$ cat config.mk
export PLATFORM = sky130hd
export DESIGN_NAME = sm_divider_seq
export DESIGN_NICKNAME = d
export VERILOG_FILES = /design/src/rtl/sm_divider_seq.sv
export SDC_FILE = /design/constraint.sdc
export NUM_CORES = 1
export LEC_CHECK = 0
export ABC_AREA = 1
export CORE_ASPECT_RATIO = 0.5
export CORE_UTILIZATION = 37
export DETAILED_ROUTE_END_ITERATION = 12
export PLACE_DENSITY_LB_ADDON = 0.15
export SYNTH_ARGS = -nofsm -noshare
export SYNTH_HDL_FRONTEND = slang
export SYNTH_SLANG_ARGS = --single-unit
$ cat constraint.sdc
create_clock -name clk -period 2.5 [get_ports clk]
set_input_delay 0.25 -clock clk [delete_from_list [all_inputs] [get_ports clk]]
set_output_delay 0.25 -clock clk [all_outputs]
set_load 0.01 [all_outputs]
$ cat src/rtl/sm_divider_seq.sv
// Sequential sign-magnitude divider: non-restoring magnitude division, one
// quotient bit per cycle, followed by a single remainder-correction/sign cycle.
module sm_divider_seq #(
  parameter int WIDTH = 8
) (
  input  logic             clk,
  input  logic             rst,
  input  logic             start,
  input  logic [WIDTH-1:0] dividend,
  input  logic [WIDTH-1:0] divisor,
  output logic [WIDTH-1:0] quotient,
  output logic [WIDTH-1:0] remainder,
  output logic             busy,
  output logic             done,
  output logic             div_zero,
  output logic [1:0]       dbg_state
);

  localparam int N  = WIDTH - 1;
  localparam int CW = $clog2(WIDTH);
  localparam logic [CW-1:0] LAST = CW'(N - 1);

  // Handshake: start is sampled on a rising edge only while busy=0 (IDLE);
  // done is a one-cycle pulse and results stay valid until the next accepted start.
  typedef enum logic [1:0] {IDLE, CALC, FIX, DONE} state_t;

  state_t          state_q, state_d;
  logic [CW-1:0]   cnt_q, cnt_d;
  logic [N:0]      p_q, p_d;       // signed partial remainder
  logic [N-1:0]    a_q, a_d;       // dividend bits shifting out, quotient bits in
  logic [N-1:0]    y_q, y_d;
  logic            xs_q, xs_d, ys_q, ys_d;
  logic [WIDTH-1:0] quot_q, quot_d, rem_q, rem_d;
  logic            dz_q, dz_d;

  logic [N:0] y_ext, p_sh, p_step, p_fix;

  always_ff @(posedge clk or posedge rst) begin
    if (rst) begin
      state_q <= IDLE;
      cnt_q   <= '0;
      p_q     <= '0;
      a_q     <= '0;
      y_q     <= '0;
      xs_q    <= 1'b0;
      ys_q    <= 1'b0;
      quot_q  <= '0;
      rem_q   <= '0;
      dz_q    <= 1'b0;
    end else begin
      state_q <= state_d;
      cnt_q   <= cnt_d;
      p_q     <= p_d;
      a_q     <= a_d;
      y_q     <= y_d;
      xs_q    <= xs_d;
      ys_q    <= ys_d;
      quot_q  <= quot_d;
      rem_q   <= rem_d;
      dz_q    <= dz_d;
    end
  end

  always_comb begin
    state_d = state_q;
    cnt_d   = cnt_q;
    p_d     = p_q;
    a_d     = a_q;
    y_d     = y_q;
    xs_d    = xs_q;
    ys_d    = ys_q;
    quot_d  = quot_q;
    rem_d   = rem_q;
    dz_d    = dz_q;

    // Add or subtract y depending on the sign left by the previous step;
    // wrap-around of the shifted value is harmless since the result fits N+1 bits.
    y_ext  = {1'b0, y_q};
    p_sh   = {p_q[N-1:0], a_q[N-1]};
    p_step = p_q[N] ? (p_sh + y_ext) : (p_sh - y_ext);
    p_fix  = p_q[N] ? (p_q + y_ext) : p_q;

    case (state_q)
      IDLE: begin
        if (start) begin
          if (divisor[N-1:0] == '0) begin
            dz_d    = 1'b1;
            quot_d  = {1'b0, {N{1'b1}}};
            rem_d   = {dividend[N] & (|dividend[N-1:0]), dividend[N-1:0]};
            state_d = DONE;
          end else begin
            dz_d    = 1'b0;
            a_d     = dividend[N-1:0];
            y_d     = divisor[N-1:0];
            xs_d    = dividend[N];
            ys_d    = divisor[N];
            p_d     = '0;
            cnt_d   = '0;
            state_d = CALC;
          end
        end
      end
      CALC: begin
        p_d   = p_step;
        a_d   = {a_q[N-2:0], ~p_step[N]};
        cnt_d = cnt_q + CW'(1);
        if (cnt_q == LAST) state_d = FIX;
      end
      FIX: begin
        p_d     = p_fix;
        quot_d  = {(xs_q ^ ys_q) & (|a_q), a_q};
        rem_d   = {xs_q & (|p_fix[N-1:0]), p_fix[N-1:0]};
        state_d = DONE;
      end
      DONE:    state_d = IDLE;
      default: state_d = IDLE;
    endcase
  end

  assign quotient  = quot_q;
  assign remainder = rem_q;
  assign div_zero  = dz_q;
  assign busy      = (state_q != IDLE);
  assign done      = (state_q == DONE);
  assign dbg_state = state_q;

endmodule

---- Word-level counts from Yosys, hierarchy flattened ----
Cells that the tools add are included.
storage, ports and cells
  register bits ........................... 46
  input bits .............................. 19
  output and inout bits ................... 21
  word-level logic and storage cells ...... 65
cells by class
  $add $sub $neg .......................... 4
  equal/unequal tests ..................... 8
  muxes and demuxes ....................... 22
  bitwise operators ....................... 6
  reduce and logical (&&, ||, !) cells .... 15
operator list
  kind                 number
  $mux 8               8
  $pmux 8 s2           2
  $pmux 8 s3           1
  $reduce_or 7->1      3
  $add 8x7->8          2
  $mux 7               2
  $pmux 7 s2           1
  $reduce_and 3->1     4
  $ne 2x2->1 const B   4
  $pmux 2 s4           1
  $sub 8x7->8          1
  $logic_not 7->1      1
  $mux 2               3
  $mux 3               2
  $pmux 3 s2           1
  $reduce_bool 2->1    3
  $eq 2x2->1 const B   2
  $reduce_and 2->1     2
  $add 3x1->3 const B  1
  $and 1x1->1          3
  $eq 3x3->1 const B   1
  $reduce_bool 3->1    1
  $eq 2x1->1 const B   1
  $logic_not 2->1      1
  3 further kinds      4

---- Depth between registers and ports, before layout ----
Gate-level depths: netlist of the first run.
  word-level depth ........................ 5
  mapped depth ............................ 16

---- Worst setup path before layout of the first run ----
OpenSTA, ideal clock, no wires.
  path kind ............................... reg2reg
  from .................................... register p_q[7]
  to ...................................... register p_q[7]
  arrival time ............................ 2,002 ps
  path slack .............................. 381 ps
  cell stages (with the launch flop) ...... 15
  buffers on the path ..................... 1
  clock period less this slack ............ 2,119 ps
  cell sequence ........................... dfrtp_1 > inv_1 > clkbuf_1 > o21ai_0 > nand2_1 > xor2_1 > ha_1 > a21oi_1 > o21ai_0 > a21oi_1 > nand3_1 > nand3_1 > nand2_1 > nand2_1 > nand2_1
between the ends
  longest elaborated chain between the ends .. 3
  elaborated cells on any way between the ends .. 4
ends and longest elaborated chain
  element                 line  text
  from (decl)             29    logic [N:0] p_q, p_d;
  from (signal assigned)  53    p_q <= p_d;
  $add 8x7->8             81    p_fix = p_q[N] ? (p_q + y_ext) : p_q;
  $mux 8                  81
  $pmux 8 s3 (*)          83    case (state_q)
Every way passes the cells marked *; elsewhere a longest branch is shown, timed or not.
A chain may end at the register's enable or synchronous reset.

---- Worst setup path after layout of the first run ----
  from .................................... register y_q[0]
  to ...................................... register p_q[7]
between the ends
  longest elaborated chain between the ends .. 3
  elaborated cells on any way between the ends .. 6
ends and longest elaborated chain
  element                                    line    text
  from (decl)                                31      logic [N-1:0] y_q, y_d;
  from (signal assigned)                     55      y_q <= y_d;
  $add 8x7->8, or another cell as far along  81
  $mux 8 (on tied branches)                  81, 80
  $pmux 8 s3 (*)                             83
Marks and branches as above.

==> metrics.md, run 1 <==
| Metric | Value |
|---|---|
| DP Area | 3570 µm² |
| Synth cell types | 34 |
| Cell count after synthesis | 410 |
| Worst Path Arrival | 2.47 ns |
| Vias/cell | 5.09 |
| Multi-input logic area | 1650 µm² |
| Clk pin slew, worst setup/hold paths | 0.07 ns |
| Core Region | 7620 µm² |
| Pin count of the biggest net entering global routing | 31 |
| Via count | 2,864 |
| CTS tree | done |
| Max-slew violation count | 0 |
| Sink Count | 46 |
| DR iter-0 viols | 281 |
| Post-DP HPWL | 6.33 mm |
| Synth top area share | 0.380 |
| Crit path setup slack, layout | 0.213 ns |
| Routability cong. | roughly 0.85 |
| Ant. Diodes | 0 |
| IO buf count | 39 |
| Worst-Margin Slew | 0.508 ns |
| GRT overflow | 0 |
| Final Skew | between 0.005 and 0.006 ns |
| Gr usage total | 0.212 |
| R2R depth | 14 |
| DIE WIDTH | 130 µm |
| Largest area contributor in the netlist | dfrtp_1 |
| Sequential share of the synthesized area | 0.380 |
| Unrepaired setup endpoints after global routing | no |
| Synthesized cell area | 3030 µm² |
| Final hold violations | 0 |
| Ys Warns | 0 |
| Boundary pin count | 40 |
| Net Sw Power | 2.51 mW |
| Layout cells sized above 1 | 0.0725 |
| Setup Crit Path Kind | reg2reg |
| Fmax | 437 MHz |
| H-Tree Level Count | 2 |
| Worst Setup End Kind | flop |
| Sw Share | 0.480 |
| Final setup fails | 0 |
| Status | finished clean |
| Nets | roughly 500 |
| Die area | 8570 µm² |
| EDFF count, synth | 0 |
| Leak | 1.79 nW |
| Pint | roughly 2.7 mW |
| Routed WL | around 8.1 mm |
| Max clock buf depth | 2 |
| Total of max-cap violations | 0 |
| Relative slew margins | 0.661 |
| Reg power frac | 0.255 |
| CTS Root Cell | clkbuf_16 |
| Max FO, Critical Path | 4 |
| Cell with the most instances after synthesis | nand2_1 |
| Avg WL per Cell | 14.4 µm |
| Post-route cell area | 3730 µm² |
| Fin crit period | 2.29 ns |
| Vias in the first global route | 2,679 |
| Async SR Flop Fraction | 1.00 |
| Cts bufs inserted | 5 |
| Mapped Nets | 454 |
| Syn Area/Cell | 7.38 µm² |
| Fill count | about 770 |
| Row count | 22 |
| Clock Power Share | 0.129 |
| Worst hold path class | in2async |
| Starting density of the core | 0.397 |
| Initial DRT Pass Iterations | 5 |
| Peak VDD IR | 463 µV |
| Power Density | 1400 nW/µm² |
| Post-DRT Antenna Nets | 0 |
| Startpoint Class | flop |
| Synth area leaders | dfrtp_1, nand2_1, ha_1 |
| Setup TNS Final | 0 ns |
| Latest clock arrival within the worst-skew pair | a little under 0.3 ns |
| Post-route clock period utilization | 0.915 |
| FF+latch area | 1150 µm² |
| Worst endpoint required time | 2.69 ns |
| Synth cell count leaders | nand2_1, dfrtp_1, inv_1 |
| # DRC | 0 |
| Yosys reg bits | 46 |
| Pre-CTS setup slack | 0.182 ns |
| First-pass GRT wire length | 13.4 mm |
| Initial antenna violation count | 0 |
| Combinational share of power | 0.616 |
| Synth Flop Type | dfrtp_1 |
| Die Span Y | between 60 and 70 µm |
| Layout area overhead | 23.1% |
[worst paths after layout]
path / startpoint / to / slack [ns]
min in group clk: div_zero / div_zero / 0.48
worst min register to register: div_zero / div_zero / 0.48
max in group asynchronous: rst / p_q[7] / 1.78
worst min-delay path: rst / a_q[1] / 0.17
worst max-delay path: y_q[0] / p_q[7] / 0.21
worst max register to register: y_q[0] / p_q[7] / 0.21
[cell type report]
cell class | instances | area share
repair buffers | 50 | 0.127
inverters | 47 | 0.0473
multi-input cells | 304 | 0.442
clock inverters | 2 | 0.00369
flip-flops and latches | 46 | 0.309
clock buffers | 6 | 0.0346
well taps | 108 | 0.0363
[state kept, by name, summed over array words and instances (netlist names)]
signal	cells
quotient	8
ys_q	1
p_q	8
xs_q	1
dbg_state	2
remainder	8
div_zero	1
y_q	7
cnt_q	3
a_q	7
[stage by stage]
| step | std cells | power (mW) | hold slack, ns | util |
|---|---|---|---|---|
| after floorplan | 410 | 3.50 | 0.367 | - |
| after global placement | 554 | 4.49 | 0.466 | 0.468 |
| after detailed placement | 554 | 4.49 | 0.470 | 0.468 |
| after CTS | 562 | 5.19 | 0.170 | 0.487 |
| after global routing | 563 | 5.78 | 0.203 | 0.489 |
| final | 563 | 5.22 | 0.169 | 0.489 |
[cell usage in the layout (no fill, tap or decap), types with 2 or more instances in the layout]
cell type          n
o21ai_0           32
nor4_1             2
o21ai_1            4
nor3_1             5
fa_1               2
nand3_1           25
xor2_1             3
clkbuf_16          5
nand2_1          106
a22o_1             2
dfrtp_1           45
a21oi_1           25
clkdlybuf4s50_1   39
inv_1             41
nor2_4             2
ha_1              22
inv_2              6
o22ai_1            2
a22oi_1            2
or2_2              2
nand4_1            3
nor2_1            38
o211ai_1           4
buf_4             11
a31oi_1           13
[power by group through the flow]
stage               Clock (mW)  Sequential (mW)  Combinational [mW]
global placement             0             1.34                3.15
global route             0.715             1.37                3.69
CTS                      0.691             1.33                3.17
finish                   0.672             1.33                3.22
floorplan                    0             1.32                2.18
detailed placement           0             1.34                3.15
[what timing repair did]
action	CTS	global route
buffers inserted	0	1
hold buffers	0	0
resized for setup	0	7
endpoints found under the setup margin	0	6
[cells by family after synthesis]
logic type	count (synthesis)	share of synthesized area
flip-flops	46	0.380
AO/OA/AOI/OAI	88	0.163
AND/OR/NAND/NOR	187	0.258
buffers and inverters	60	0.0781
XOR/XNOR	4	0.0116
adder cells (fa/ha/maj)	25	0.108
[critical path, cell delays in order (launching register included)]
cell and delay, ns:
dfrtp_1 0.42, inv_2 0.09, ha_2 0.19, nand3_1 0.08
nand2_1 0.09, nand2_1 0.07, xor2_1 0.15, ha_1 0.33
nand2_1 0.10, o21ai_0 0.24, o21ai_0 0.16, nand3_2 0.10
nand2_1 0.05, nand2_1 0.06, nand2_1 0.04
[layer usage]
metal	wire length [µm]	GRT usage
met1	4160	0.306
met5	0	0
met4	92	0.0698
met3	506	0.0380
met2	3350	0.319
Note: power is estimated with default switching activity, not from simulation.
==> run 2, diff against run 1 <==
--- a/config.mk
+++ b/config.mk
@@ -7,6 +7,7 @@
 export LEC_CHECK = 0
 export ABC_AREA = 1
 export CORE_ASPECT_RATIO = 0.5
+export CORE_MARGIN = 2
 export CORE_UTILIZATION = 37
 export DETAILED_ROUTE_END_ITERATION = 12
 export PLACE_DENSITY_LB_ADDON = 0.15
==> run 2 against run 1 <==
Global-route usage shrank 1.5 points. Cell area is 1.6% higher. First-iteration DRC count is 22% lower. Flip-flop and latch count unchanged. Highest routed layer unchanged. Critical path type unchanged.
==> metrics.md, run 2 (same netlist as run 1, synthesis figures left out) <==
| Metric | Value |
|---|---|
| Max-slew violation count | 0 (unchanged) |
| Final hold violations | 0 (unchanged) |
| FF-to-FF Start | y_q[1] |
| Critical-path top delay cell | dfrtp_2 |
| Final Skew | 0.00887 ns (+0.00351 ns) |
| Leak | 1.81 nW (+1.1%) |
| IO buf count | 39 (unchanged) |
| Core Region | 7970 µm² (+4.5%) |
| Vias in the first global route | 2,661 (-0.67%) |
| Worst Path Arrival | 2.48 ns (about the same) |
| Max clock buf depth | 2 (unchanged) |
| Clock Power Share | 0.147 (+0.018) |
| Max FO, Critical Path | 4 (unchanged) |
| Pint | 2.86 mW (+5.2%) |
| Post-route clock period utilization | 0.914 (about the same) |
| Sink Count | 46 (unchanged) |
| Initial DRT Pass Iterations | 4 (-1) |
| Worst Setup End Kind | flop |
| CP delay by family, top | adder cells |
| Die Span Y | 68.0 µm (+3.0%) |
| Worst hold slack | 0.324 ns (+0.155 ns) |
| Reg power frac | 0.245 (-0.010) |
| Status | finished clean |
| Power Density | 1430 nW/µm² (+2.2%) |
| Unrepaired setup endpoints after global routing | no |
| Total of max-cap violations | 0 (unchanged) |
| Post-DP HPWL | 6.33 mm (about the same) |
| Ant. Diodes | 0 (unchanged) |
| Setup Crit Path Kind | reg2reg |
| Setup TNS Final | 0 ns (unchanged) |
| Initial antenna violation count | 0 (unchanged) |
| Nets | 499 (+0.20%) |
| Relative slew margins | 0.618 (-0.0429) |
| Fin crit period | 2.29 ns (-0.000728 ns) |
| Worst endpoint required time | 2.69 ns (about the same) |
| GRT overflow | 0 (unchanged) |
| Latest clock arrival within the worst-skew pair | 0.30 ns (about the same) |
| Pin count of the biggest net entering global routing | 31 (unchanged) |
| CTS Root Cell | clkbuf_16 |
| # DRC | 0 (unchanged) |
| Routed WL | 8.20 mm (+1.1%) |
| Peak VDD IR | 435 µV (-6.0%) |
| Critical path buffers and inverters | 1 (unchanged) |
| Row count | 23 (+4.5%) |
| Sw Share | 0.473 (-0.00660) |
| Starting density of the core | 0.380 (-0.0173) |
| CTS tree | done |
| Clk pin slew, worst setup/hold paths | 0.07 ns (about the same) |
| Routability cong. | 0.883 (+3.8%) |
| Most common cell after layout, fill and taps aside | nand2_1 |
| Commonest cells after routing, fill and taps aside | nand2_1, dfrtp_1, inv_1, clkdlybuf4s50_1, nor2_1 |
| DIE WIDTH | 132 µm (+1.5%) |
| Gr usage total | 0.197 (-0.0151) |
| Layout area overhead | 25.1% |
| Boundary pin count | 40 (unchanged) |
| Combinational share of power | 0.607 (-0.009) |
| Cts bufs inserted | 5 (unchanged) |
| Post-DRT Antenna Nets | 0 (unchanged) |
| Layout cells sized above 1 | 0.0833 (+0.0108) |
| CP max stage delay | 0.41 ns (about the same) |
| Avg WL per Cell | 14.4 µm (+0.18%) |
| Hold_buf cts | 0 (unchanged) |
| Die area | 8960 µm² (+4.6%) |
| Worst Setup SP | y_q[1] |
| DR iter-0 viols | 220 (-22%) |
| Net Sw Power | 2.57 mW (+2.4%) |
| Fmax | 437 MHz (about the same) |
| Vias/cell | 5.01 (-1.5%) |
| Worst hold path class | in2async |
| CP cell instances | inv_1, ha_2, nand3_1, nand2_2, nand2_1, xor2_1, ha_1, a21oi_2, o21ai_1, o21ai_0, nand3_2, nand3_1, nand2_1 |
| First-pass GRT wire length | 13.6 mm (+1.3%) |
| Final setup fails | 0 (unchanged) |
| Via count | 2,847 (-0.59%) |
| H-Tree Level Count | 2 (unchanged) |
| Worst-Margin Slew | 0.572 ns (+0.0641 ns) |
| Startpoint Class | flop |
| Final Core Density | 0.475 (-0.0136) |
-- run 2: layer usage --
metal	vias to the layer above	part of all wire	wire, µm	GRT usage
li1	1448	-	-	-
met1	1311	0.50	4110	0.279
met2	82	0.42	3440	0.310
met3	6	0.072	589	0.0437
met4	0	0.0073	60	0.0462
met5	-	0	0	0
-- run 2: through the flow --
step | setup WS [ns] | cell area (µm²) | cells | total power [mW]
finish | 0.214 | 3790 | 568 | 5.42
global route | 0.0154 | 3790 | 568 | 5.97
CTS | 0.126 | 3750 | 566 | 5.32
detailed placement | 0.161 | 3570 | 558 | 4.50
global placement | 0.183 | 3570 | 558 | 4.51
floorplan | 0.381 | 3030 | 410 | 3.50
-- run 2: final timing paths --
kind / to / slack (ns) / cells past startpoint
setup / recovery: a_q[0] / 0.21 / 13
hold / removal: quotient[4] / 0.32 / 2
setup reg to reg: a_q[0] / 0.21 / 13
hold reg to reg: div_zero / 0.49 / 2
max in group asynchronous: y_q[1] / 1.57 / 3
min in group clk: div_zero / 0.49 / 2
-- run 2: cell type report --
cell class                 count  area [µm²]
sequential                    46        1150
tap                          112         140
inverter                      47         176
timing repair buffer          51         480
clock inverter                 3        48.8
clock buffer                   5         125
fill                         805        4180
multi-input combinational    304        1660
-- run 2: what timing repair did --
item	4_1_cts	5_1_grt
resized for setup	0	11
endpoints found under the setup margin	0	5
buffers inserted	0	2
-- run 2: power by group through the flow --
| stage | sequential, mW | clock (mW) | combinational [mW] |
|---|---|---|---|
| after floorplan | 1.32 | 0 | 2.18 |
| after global placement | 1.35 | 0 | 3.16 |
| after detailed placement | 1.35 | 0 | 3.15 |
| after CTS | 1.34 | 0.808 | 3.18 |
| after global routing | 1.37 | 0.839 | 3.76 |
| final | 1.33 | 0.799 | 3.29 |
-- run 2: worst register-to-register path: stages, from the launching register on --
cell	delay, ns
dfrtp_2	0.41
inv_1	0.09
ha_2	0.19
nand3_1	0.10
nand2_2	0.10
nand2_1	0.07
xor2_1	0.16
ha_1	0.35
a21oi_2	0.15
o21ai_1	0.09
o21ai_0	0.22
nand3_2	0.12
nand3_1	0.10
nand2_1	0.05
